File: config.mk
export PLATFORM = sky130hd
export DESIGN_NAME = grid_render_controller
export DESIGN_NICKNAME = d
export VERILOG_FILES = /design/src/rtl/grid_render_controller.sv
export SDC_FILE = /design/constraint.sdc
export NUM_CORES = 1
export LEC_CHECK = 0
export CORE_MARGIN = 4
export CORE_UTILIZATION = 35
export DETAILED_ROUTE_END_ITERATION = 8
export GPL_ROUTABILITY_DRIVEN = 0
export SKIP_LAST_GASP = 1
export SLEW_MARGIN = 10
export SYNTH_ARGS = -nofsm -noshare
export SYNTH_HDL_FRONTEND = slang
export SYNTH_SLANG_ARGS = --single-unit
File: constraint.sdc
create_clock -name clock -period 4.45 [get_ports clock]
set_input_delay 0.6675 -clock clock [delete_from_list [all_inputs] [get_ports clock]]
set_output_delay 0.6675 -clock clock [all_outputs]
set_load 0.02 [all_outputs]
File: src/rtl/grid_render_controller.sv
// Grid renderer sequencer: origin-relative coordinates, matched sync/blank/overlay delay, final pixel composite.
// Optional build macro GRID_CTRL_BLEND_EN: average an opaque overlay with the grid layer instead of replacing it.
module grid_render_controller #(
    parameter int          GRID_LATENCY = 1,
    parameter logic [10:0] X_ORIGIN_RST = 11'd512,
    parameter logic [9:0]  Y_ORIGIN_RST = 10'd767
) (
    input  logic        clock,
    input  logic        reset,
    input  logic [10:0] hcount,
    input  logic [9:0]  vcount,
    input  logic        hsync,
    input  logic        vsync,
    input  logic        blank,
    input  logic [10:0] cfg_x_origin,
    input  logic [9:0]  cfg_y_origin,
    input  logic        cfg_valid,
    output logic        cfg_ready,
    output logic [11:0] grid_x,
    output logic [11:0] grid_y,
    input  logic [23:0] grid_pixel,
    input  logic        grid_en,
    input  logic [23:0] overlay_pixel,
    input  logic        overlay_valid,
    output logic        phsync,
    output logic        pvsync,
    output logic        pblank,
    output logic [23:0] pixel,
    output logic        frame_done
);

    typedef enum logic {READY, PENDING} cfg_state_t;

    // Delay bundle layout: {hsync, vsync, blank, overlay_valid, overlay_pixel}
    localparam int          DW      = 28;
    localparam logic [DW-1:0] DLY_RST = {1'b1, 1'b1, 1'b1, 1'b0, 24'h000000};

    cfg_state_t  state_reg, state_next;
    logic        capture, apply;
    logic        vsync_reg;
    logic        frame_boundary;
    logic        frame_done_reg;
    logic [10:0] x_origin_reg, x_shadow_reg;
    logic [9:0]  y_origin_reg, y_shadow_reg;
    logic [11:0] grid_x_reg, grid_y_reg;

    logic [GRID_LATENCY:0][DW-1:0] dly_reg;
    logic [DW-1:0] raster_bundle;
    logic [DW-1:0] dly_out;

    logic        d_hsync, d_vsync, d_blank, d_ovalid;
    logic [23:0] d_overlay;
    logic [23:0] grid_layer, overlay_layer;
    logic [23:0] pixel_next;
    logic [23:0] pixel_reg;
    logic        phsync_reg, pvsync_reg, pblank_reg;

    assign frame_boundary = vsync_reg & ~vsync;

    always_comb begin
        state_next = state_reg;
        capture    = 1'b0;
        apply      = 1'b0;
        case (state_reg)
            READY: begin
                if (cfg_valid) begin
                    capture    = 1'b1;
                    state_next = PENDING;
                end
            end
            PENDING: begin
                if (frame_boundary) begin
                    apply      = 1'b1;
                    state_next = READY;
                end
            end
            default: state_next = READY;
        endcase
    end

    always_ff @(posedge clock or posedge reset) begin
        if (reset) begin
            state_reg      <= READY;
            vsync_reg      <= 1'b1;
            frame_done_reg <= 1'b0;
            x_origin_reg   <= X_ORIGIN_RST;
            y_origin_reg   <= Y_ORIGIN_RST;
            x_shadow_reg   <= '0;
            y_shadow_reg   <= '0;
        end else begin
            state_reg      <= state_next;
            vsync_reg      <= vsync;
            frame_done_reg <= frame_boundary;
            if (capture) begin
                x_shadow_reg <= cfg_x_origin;
                y_shadow_reg <= cfg_y_origin;
            end
            // Stage 1 below still sees the old origin this edge; the new one takes effect next sample.
            if (apply) begin
                x_origin_reg <= x_shadow_reg;
                y_origin_reg <= y_shadow_reg;
            end
        end
    end

    always_ff @(posedge clock or posedge reset) begin
        if (reset) begin
            grid_x_reg <= '0;
            grid_y_reg <= '0;
        end else begin
            grid_x_reg <= {1'b0, hcount} - {1'b0, x_origin_reg};
            grid_y_reg <= {2'b0, y_origin_reg} - {2'b0, vcount};
        end
    end

    // Stage 1 plus GRID_LATENCY stages, so the bundle lines up with grid_pixel at the final stage.
    assign raster_bundle = {hsync, vsync, blank, overlay_valid, overlay_pixel};

    always_ff @(posedge clock or posedge reset) begin
        if (reset) begin
            dly_reg <= {(GRID_LATENCY + 1){DLY_RST}};
        end else begin
            dly_reg[0] <= raster_bundle;
            for (int i = 1; i <= GRID_LATENCY; i++) begin
                dly_reg[i] <= dly_reg[i-1];
            end
        end
    end

    assign dly_out = dly_reg[GRID_LATENCY];
    assign {d_hsync, d_vsync, d_blank, d_ovalid, d_overlay} = dly_out;

    assign grid_layer = grid_en ? grid_pixel : 24'h000000;

`ifdef GRID_CTRL_BLEND_EN
    genvar gi;
    generate
        for (gi = 0; gi < 3; gi++) begin : g_blend
            assign overlay_layer[gi*8 +: 8] = {1'b0, d_overlay[gi*8+1 +: 7]}
                                            + {1'b0, grid_layer[gi*8+1 +: 7]};
        end
    endgenerate
`else
    assign overlay_layer = d_overlay;
`endif

    always_comb begin
        pixel_next = grid_layer;
        if (d_blank) begin
            pixel_next = 24'h000000;
        end else if (d_ovalid) begin
            pixel_next = overlay_layer;
        end
    end

    always_ff @(posedge clock or posedge reset) begin
        if (reset) begin
            pixel_reg  <= '0;
            phsync_reg <= 1'b1;
            pvsync_reg <= 1'b1;
            pblank_reg <= 1'b1;
        end else begin
            pixel_reg  <= pixel_next;
            phsync_reg <= d_hsync;
            pvsync_reg <= d_vsync;
            pblank_reg <= d_blank;
        end
    end

    assign cfg_ready  = (state_reg == READY);
    assign grid_x     = grid_x_reg;
    assign grid_y     = grid_y_reg;
    assign pixel      = pixel_reg;
    assign phsync     = phsync_reg;
    assign pvsync     = pvsync_reg;
    assign pblank     = pblank_reg;
    assign frame_done = frame_done_reg;

endmodule

== Word level (Yosys, flattened, before mapping) ==
Cells that the tools add are included.

* Flip-flop bits (word level): 151
* Input bits: 98
* Output and inout bits: 53
* Logic and storage cells: 29

* Add/subtract/negate cells: 2
* Mux-type cells: 9
* Bitwise logic cells: 3

{| class="wikitable"
|+ Operators by type and width
! cell !! count
|-
| 24-bit 2-to-1 mux || 3
|-
| 11-bit by 11-bit subtractor with 12-bit output || 1
|-
| 10-bit by 10-bit subtractor with 11-bit output || 1
|-
| 1-bit 2-to-1 mux || 5
|-
| 1-bit NOT || 2
|-
| 1-bit one-hot mux with 2 select lines || 1
|-
| 1-bit bitwise AND || 1
|}

== Logic depth before layout (Yosys ltp) ==
Gate-level depths: netlist of the first run.

* Word-level depth: 4
* Depth in mapped cells: 9
* Gate-level depth less buffers: 9

== Worst setup path after synthesis of the first run ==
No wires, ideal clock.

* Path kind: input-to-reg
* Start: input port hcount[0]
* End: register grid_x_reg[10], in the netlist grid_x[10]
* Setup time: 0.080 ns
* Arrival time: 2.032 ns
* Data required time: 4.370 ns
* Path slack: 2.338 ns
* Cell stages on the path: 8
* Buffers on the path: 0
* Cells stage by stage: inv_1 -> ha_1 -> fa_1 -> nand2b_1 -> a211oi_1 -> or4_1 -> a21oi_2 -> xnor2_1

* Cells in the longest elaborated chain, start to end: 1

{| class="wikitable"
|+ Ends and longest elaborated chain
! element !! RTL line !! text
|-
| start: declaration || 10 || <nowiki>input logic [10:0] hcount,</nowiki>
|-
| 11-bit by 11-bit subtractor with 12-bit output || 111 || <nowiki>grid_x_reg <= {1'b0, hcount} - {1'b0, x_origin_reg};</nowiki>
|-
| end signal: assignment || 111 ||
|-
| end: declaration || 45 || <nowiki>logic [11:0] grid_x_reg, grid_y_reg;</nowiki>
|}

Every way passes these cells.
A chain may end at the register's enable or synchronous reset.

== Worst setup path after layout of the first run ==
Ends and elaborated chain as after synthesis.

==> results of run 1 <==
-- stage by stage --
stage	power [µW]	hold WS, ns
finish	4710	0.346
floorplan	2680	0.331
global placement	3170	0.331
CTS	4780	0.348
detailed placement	3200	0.335
global route	4970	0.352
-- cell families after synthesis --
| logic type | share of synthesized area, % |
|---|---|
| fa+ha+maj | 5.37 |
| xor+xnor | 2.18 |
| mux | 8.57 |
| buf+inv | 3.35 |
| simple gates | 5.73 |
| flops | 67.0 |
| compound gates | 7.79 |
-- cell usage after synthesis (2+ instances only) --
cell type and instances:
a211oi_1 2, a21o_1 4, a21oi_1 14, a22oi_1 23, a31oi_1 2, buf_2 4, buf_6 2, clkbuf_1 7
dfrtp_1 131, dfstp_2 19, fa_1 2, ha_1 21, inv_1 30, mux2_2 42, nand2_1 8, nand2b_1 6
nand3_1 3, nand4_1 3, nor2_1 35, nor2b_1 8, nor3_1 4, o211ai_1 2, o21a_1 3, o21ai_0 5
xnor2_1 8, xor2_1 6
-- how the worst max path moves through the flow --
stage                                       to  slack, ns  depth (start not counted)
after detailed placement  grid_x[10]$_DFF_PP0_       1.76                          9
after global routing      grid_x[10]$_DFF_PP0_       2.00                          9
final                     grid_x[10]$_DFF_PP0_       2.00                          9
after CTS                 grid_x[10]$_DFF_PP0_       2.11                          9
after global placement     grid_x[8]$_DFF_PP0_       1.81                          9
after floorplan           dly_out[0]$_DFF_PP0_       1.91                          1
-- power by group --
part / internal [µW] / switching (µW)
logic: 687 / 673
registers: 1680 / 126
clock network: 1010 / 531
total: 3380 / 1330
-- per-layer routing --
layer,GRT usage [%],vias up,share of wire [%]
li1,-,1711,-
met3,4.10,15,6.4
met4,5.03,0,1.6
met5,0,-,0
met2,21.4,116,49
met1,17.6,1792,43
-- layout make-up --
cell class / count / area [µm²]
clock inverter: 12 / 199
clock buffer: 20 / 447
multi-input combinational: 214 / 1670
timing repair buffer: 154 / 1570
fill: 1342 / 7770
antenna: 1 / 2.50
tap: 216 / 270
inverter: 30 / 116
sequential: 150 / 3780
==> results.py, run 1 <==
metrics = {
    "logic_synthesis": {
        "ys.warnings.count": 0,
        "syn_area_mm2": 0.00564,
        "synth_ff_type": "dfrtp_1",
        "synth-seq-cells": 150,
        "syn_inst": 408,
        "synth_area_leader_cell": "dfrtp_1",
        "synth_seq_area_share_pct": 67.0,
        "synth_cell_types": 40,
        "async_reset_ff_share_pct": 100,
        "synth_nets": 529,
        "syn_area_per_cell_um2": 13.8,
        "synth_top_area_share_pct": 58.2,
        "synth.area.top_cells": "dfrtp_1 (58%), dfstp_2 (8.9%), mux2_2 (8.4%)",
        "synth_edf_count": 0,
    },
    "clocking": {
        "cts_tree": "built",
        "clkTransAtPathRegs_ns": 0.06,
        "cts_resized": 0,
        "clock_path_buffers": 2,
        "cts_inserted_buffers": 17,
        "postCtsHoldBufs": 0,
        "clk_latency_ns": 0.41,
        "cts.sinks": 150,
        "cts_setup_buffers": 0,
        "cts_root_buf": "clkbuf_16",
        "h-tree-depth": 4,
    },
    "route": {
        "vias_per_cell": 4.56,
        "vias": 3634,
        "drt_iter0_drc": 186,
        "routed_wl_um": 11800,
        "wire_per_inst_um": 14.8,
        "antenna_left": 0,
        "drt_first_pass_iters": 4,
        "drc": 0,
    },
    "finish": {
        "stdcell_count": 797,
        "fin_util_pct": 50.9,
        "final_common_cell": "clkdlybuf4s50_1",
        "final_cell_mix": "clkdlybuf4s50_1 (150), dfrtp_1 (131), mux2_2 (42)",
        "drive_above_1_share_pct": 17.1,
        "fin_nets": 688,
        "finalInstanceArea_mm2": 0.00805,
        "syn_to_final_growth_pct": 42.9,
    },
    "place": {
        "placed_cell_area_mm2": 0.00739,
        "pre_cts_slack_ns": 1.76,
        "placedCellCount": 763,
        "dp_hpwl_um": 8580,
        "io_buffers": 150,
    },
    "power_and_ir_drop": {
        "p_per_area_mw_per_mm2": 585,
        "p_leak_uw": 0.00353,
        "ir_drop_mv": 0.270,
    },
    "die": {
        "core-area_mm2": 0.0158,
        "die_h_um": 135,
        "rows": 46,
        "die_x_um": 135,
        "initial_core_util_pct": 35.6,
        "fp.dieArea_mm2": 0.0182,
        "ios": 151,
    },
    "critical_path": {
        "r2r_slack_ns": 2.35,
        "max_stage_delay_ns": 0.45,
        "worst_setup_path_start_kind": "input port",
        "startpoint": "hcount[0]",
        "crit_chain": "clkdlybuf4s50_1 -> inv_1 -> ha_1 -> fa_1 -> nand2b_1 -> a211oi_1 -> or4_1 -> a21oi_2 -> xnor2_1",
        "cp_num_buf_inv": 2,
        "r2r_cells": 7,
        "path_delay_family": "adder cells",
        "worstPathArrival_ns": 2.74,
        "path_class": "in2reg",
        "path_max_fanout": 3,
        "timing.rr.start": "x_origin_reg[0]$_DFFE_PP0P_",
        "crit_required_ns": 4.75,
        "crit_slowest_cell": "clkdlybuf4s50_1",
        "cp-end-kind": "flop",
        "r2r_end": "grid_x[10]$_DFF_PP0_",
    },
    "hold_path": {
        "min_path_type": "reg2reg",
        "worstHoldPathCells": 0,
        "hold_start": "dly_reg[14]$_DFF_PP0_",
        "whs_endpoint": "dly_out[14]$_DFF_PP0_",
    },
    "timing": {
        "min_period_over_period_pct": 55.0,
        "setup_viol": 0,
        "worst_pin_slew_ns": 1.03,
        "hold_viol": 0,
        "tns_ns": 0,
        "setup_ws_ns": 2.00,
        "final_max_slew_viol_count": 0,
        "fmax_ghz": 0.409,
        "skew_ns": 0.00689,
        "max_slew_margin_pct": 30.8,
        "min_period_ns": 2.45,
        "rsz0062_at_grt": "no",
    },
    "grt": {
        "antenna_found_initial": 0,
        "grt_usage_pct": 13.5,
        "first_global_vias": 3707,
        "grt-ovfl-total": 0,
        "grt_pass1_wl_um": 19300,
        "grt_max_degree": 54,
    },
    "outcome": {
        "status": "finished clean",
    },
    "run": {
        "maxCapViolCount": 0,
    },
}
(Power assumes the default switching activity.)
==> run 2: changes to the inputs <==
==> constraint.sdc (replaced) <==
create_clock -name clock -period 2.1 [get_ports clock]
set_input_delay 0.315 -clock clock [delete_from_list [all_inputs] [get_ports clock]]
set_output_delay 0.315 -clock clock [all_outputs]
set_load 0.02 [all_outputs]
==> run 2 against run 1 <==
Net effect: clock-buffer cell count rose by 1; routed wire length fell by 1.5%; cell count rose by 3.1%; clock power rose by 120%; global-route usage barely moved; sequential power rose by 110%; via count rose by 0.14%; critical endpoint is now grid_y[10]$_DFF_PP0_; largest power group unchanged.
==> results.py, run 2 (synthesized netlist as in run 1, its figures left out) <==
metrics = {
    "critical_path": {
        "path_class": "reg2reg",
        "r2r_end": "grid_y[10]$_DFF_PP0_",
        "r2r_slack_ns": 0.14,
        "crit_slowest_cell": "fa_1",
        "crit_chain": "inv_1 -> ha_1 -> inv_1 -> fa_1 -> a21o_1 -> nand4_1 -> nand2_1 -> a221o_1 -> a21oi_1",
        "path_max_fanout": 3,
        "cp-end-kind": "flop",
        "timing.rr.start": "y_origin_reg[0]$_DFFE_PP1P_",
        "worstPathArrival_ns": 2.29,
        "r2r_cells": 9,
        "path_delay_family": "compound AO/OA/AOI/OAI gates",
        "max_stage_delay_ns": 0.38,
        "worst_setup_path_start_kind": "flop",
        "crit_top_cell": "inv_1",
        "path_depth": 9,
        "crit_required_ns": 2.43,
        "cp_num_buf_inv": 2,
    },
    "run": {
        "maxCapViolCount": 0,
    },
    "route": {
        "wire_per_inst_um": 14.1,
        "antenna_left": 0,
        "routed_wl_um": 11600,
        "drt_iter0_drc": 193,
        "vias": 3639,
        "vias_per_cell": 4.43,
        "drc": 0,
        "drt_first_pass_iters": 4,
    },
    "timing": {
        "setup_viol": 0,
        "hold_viol": 0,
        "max_slew_margin_pct": 66.5,
        "skew_ns": 0.00893,
        "min_period_ns": 1.96,
        "min_period_over_period_pct": 93.3,
        "rsz0062_at_grt": "no",
        "worst_pin_slew_ns": 0.501,
        "fmax_ghz": 0.511,
        "final_max_slew_viol_count": 0,
        "tns_ns": 0,
        "holdWs_ns": 0.285,
    },
    "finish": {
        "n_antenna_cell": 0,
        "stdcell_count": 822,
        "drive_above_1_share_pct": 20.6,
        "fin_nets": 714,
        "final_cell_mix": "clkdlybuf4s50_1 (150), dfrtp_1 (131), mux2_2 (42)",
        "nFillCells": 1338,
        "syn_to_final_growth_pct": 46.5,
        "finalInstanceArea_mm2": 0.00826,
        "final_common_cell": "clkdlybuf4s50_1",
    },
    "power_and_ir_drop": {
        "switchingPower_uw": 2840,
        "finalPower_uw": 10200,
        "p_int_uw": 7380,
        "ir_drop_mv": 0.594,
        "sequentialPowerShare_pct": 37.4,
        "pwr-share-clk_pct": 32.5,
        "p_leak_uw": 0.00366,
        "switching_share_pct": 27.8,
        "p_per_area_mw_per_mm2": 1240,
        "pwr-share-comb_pct": 30.1,
    },
    "grt": {
        "grt_max_degree": 55,
        "grt-ovfl-total": 0,
        "first_global_vias": 3839,
        "antenna_found_initial": 0,
        "grt_pass1_wl_um": 19200,
        "grt_usage_pct": 13.5,
    },
    "clocking": {
        "clock_path_buffers": 2,
        "h-tree-depth": 4,
        "cts.sinks": 150,
        "cts_resized": 0,
        "clkTransAtPathRegs_ns": 0.06,
        "postCtsHoldBufs": 0,
        "clk_latency_ns": 0.41,
        "cts_root_buf": "clkbuf_16",
        "cts_inserted_buffers": 17,
        "cts_tree": "built",
        "cts_setup_buffers": 0,
    },
    "die": {
        "fp.dieArea_mm2": 0.0182,
        "die_x_um": 135,
        "die_h_um": 135,
        "rows": 46,
        "core-area_mm2": 0.0158,
        "ios": 151,
        "initial_core_util_pct": 35.6,
    },
    "place": {
        "placed_cell_area_mm2": 0.00760,
        "io_buffers": 150,
        "placedCellCount": 790,
        "dp_hpwl_um": 8730,
    },
    "hold_path": {
        "min_path_type": "in2async",
    },
    "outcome": {
        "status": "finished clean",
    },
}
run 2: cell types whose count changed in the layout (fill, tap and decap cells not counted):
cell	before	now
clkinv_2	3	0
clkinv_4	2	3
clkinvlp_4	2	4
diode_2	1	0
buf_4	1	27
clkbuf_8	1	2
inv_6	1	0
run 2: worst register-to-register path: stages, from the launching register on:
cell and delay [ns]:
dfstp_2 0.37, inv_1 0.07, ha_1 0.17, inv_1 0.06
fa_1 0.38, a21o_1 0.20, nand4_1 0.09, nand2_1 0.09
a221o_1 0.30, a21oi_1 0.14
run 2: per-stage QoR:
stage	worst slack (ns)	utilization, %
2_1_floorplan	-0.0885	-
6_report	0.142	52.2
3_3_place_gp	-0.164	48.0
5_1_grt	0.0100	52.2
4_1_cts	0.147	52.2
3_5_place_dp	-0.238	48.0
run 2: how the worst max path moves through the flow:
| stage | endpoint | start |
|---|---|---|
| after floorplan | dly_out[0]$_DFF_PP0_ | reset |
| after global placement | grid_x[10]$_DFF_PP0_ | hcount[0] |
| after detailed placement | grid_x[8]$_DFF_PP0_ | hcount[0] |
| after CTS | grid_y[10]$_DFF_PP0_ | y_origin_reg[0]$_DFFE_PP1P_ |
| after global routing | grid_y[8]$_DFF_PP0_ | y_origin_reg[0]$_DFFE_PP1P_ |
| final | grid_y[10]$_DFF_PP0_ | y_origin_reg[0]$_DFFE_PP1P_ |
run 2: per-layer routing:
metal | track usage [%] | vias up | routed length (µm)
met1 | 17.1 | 1752 | 4970
li1 | - | 1768 | -
met5 | 0 | - | 0
met3 | 3.28 | 15 | 662
met2 | 22.2 | 104 | 5740
met4 | 5.94 | 0 | 215
run 2: power by group through the flow:
stage | Combinational (µW) | Clock [µW] | Sequential (µW)
final | 3080 | 3320 | 3820
after CTS | 3130 | 3420 | 3840
after floorplan | 1540 | 0 | 4130
after detailed placement | 3110 | 0 | 3890
after global placement | 3060 | 0 | 3870
after global routing | 3390 | 3530 | 3900
run 2: final cells by class:
cell class | count | area [µm²] | share of cell area [%]
sequential | 150 | 3780 | 45.7
timing repair buffer | 180 | 1760 | 21.4
multi-input combinational | 214 | 1670 | 20.3
clock buffer | 21 | 460 | 5.57
tap | 216 | 270 | 3.27
clock inverter | 11 | 199 | 2.41
inverter | 30 | 116 | 1.41
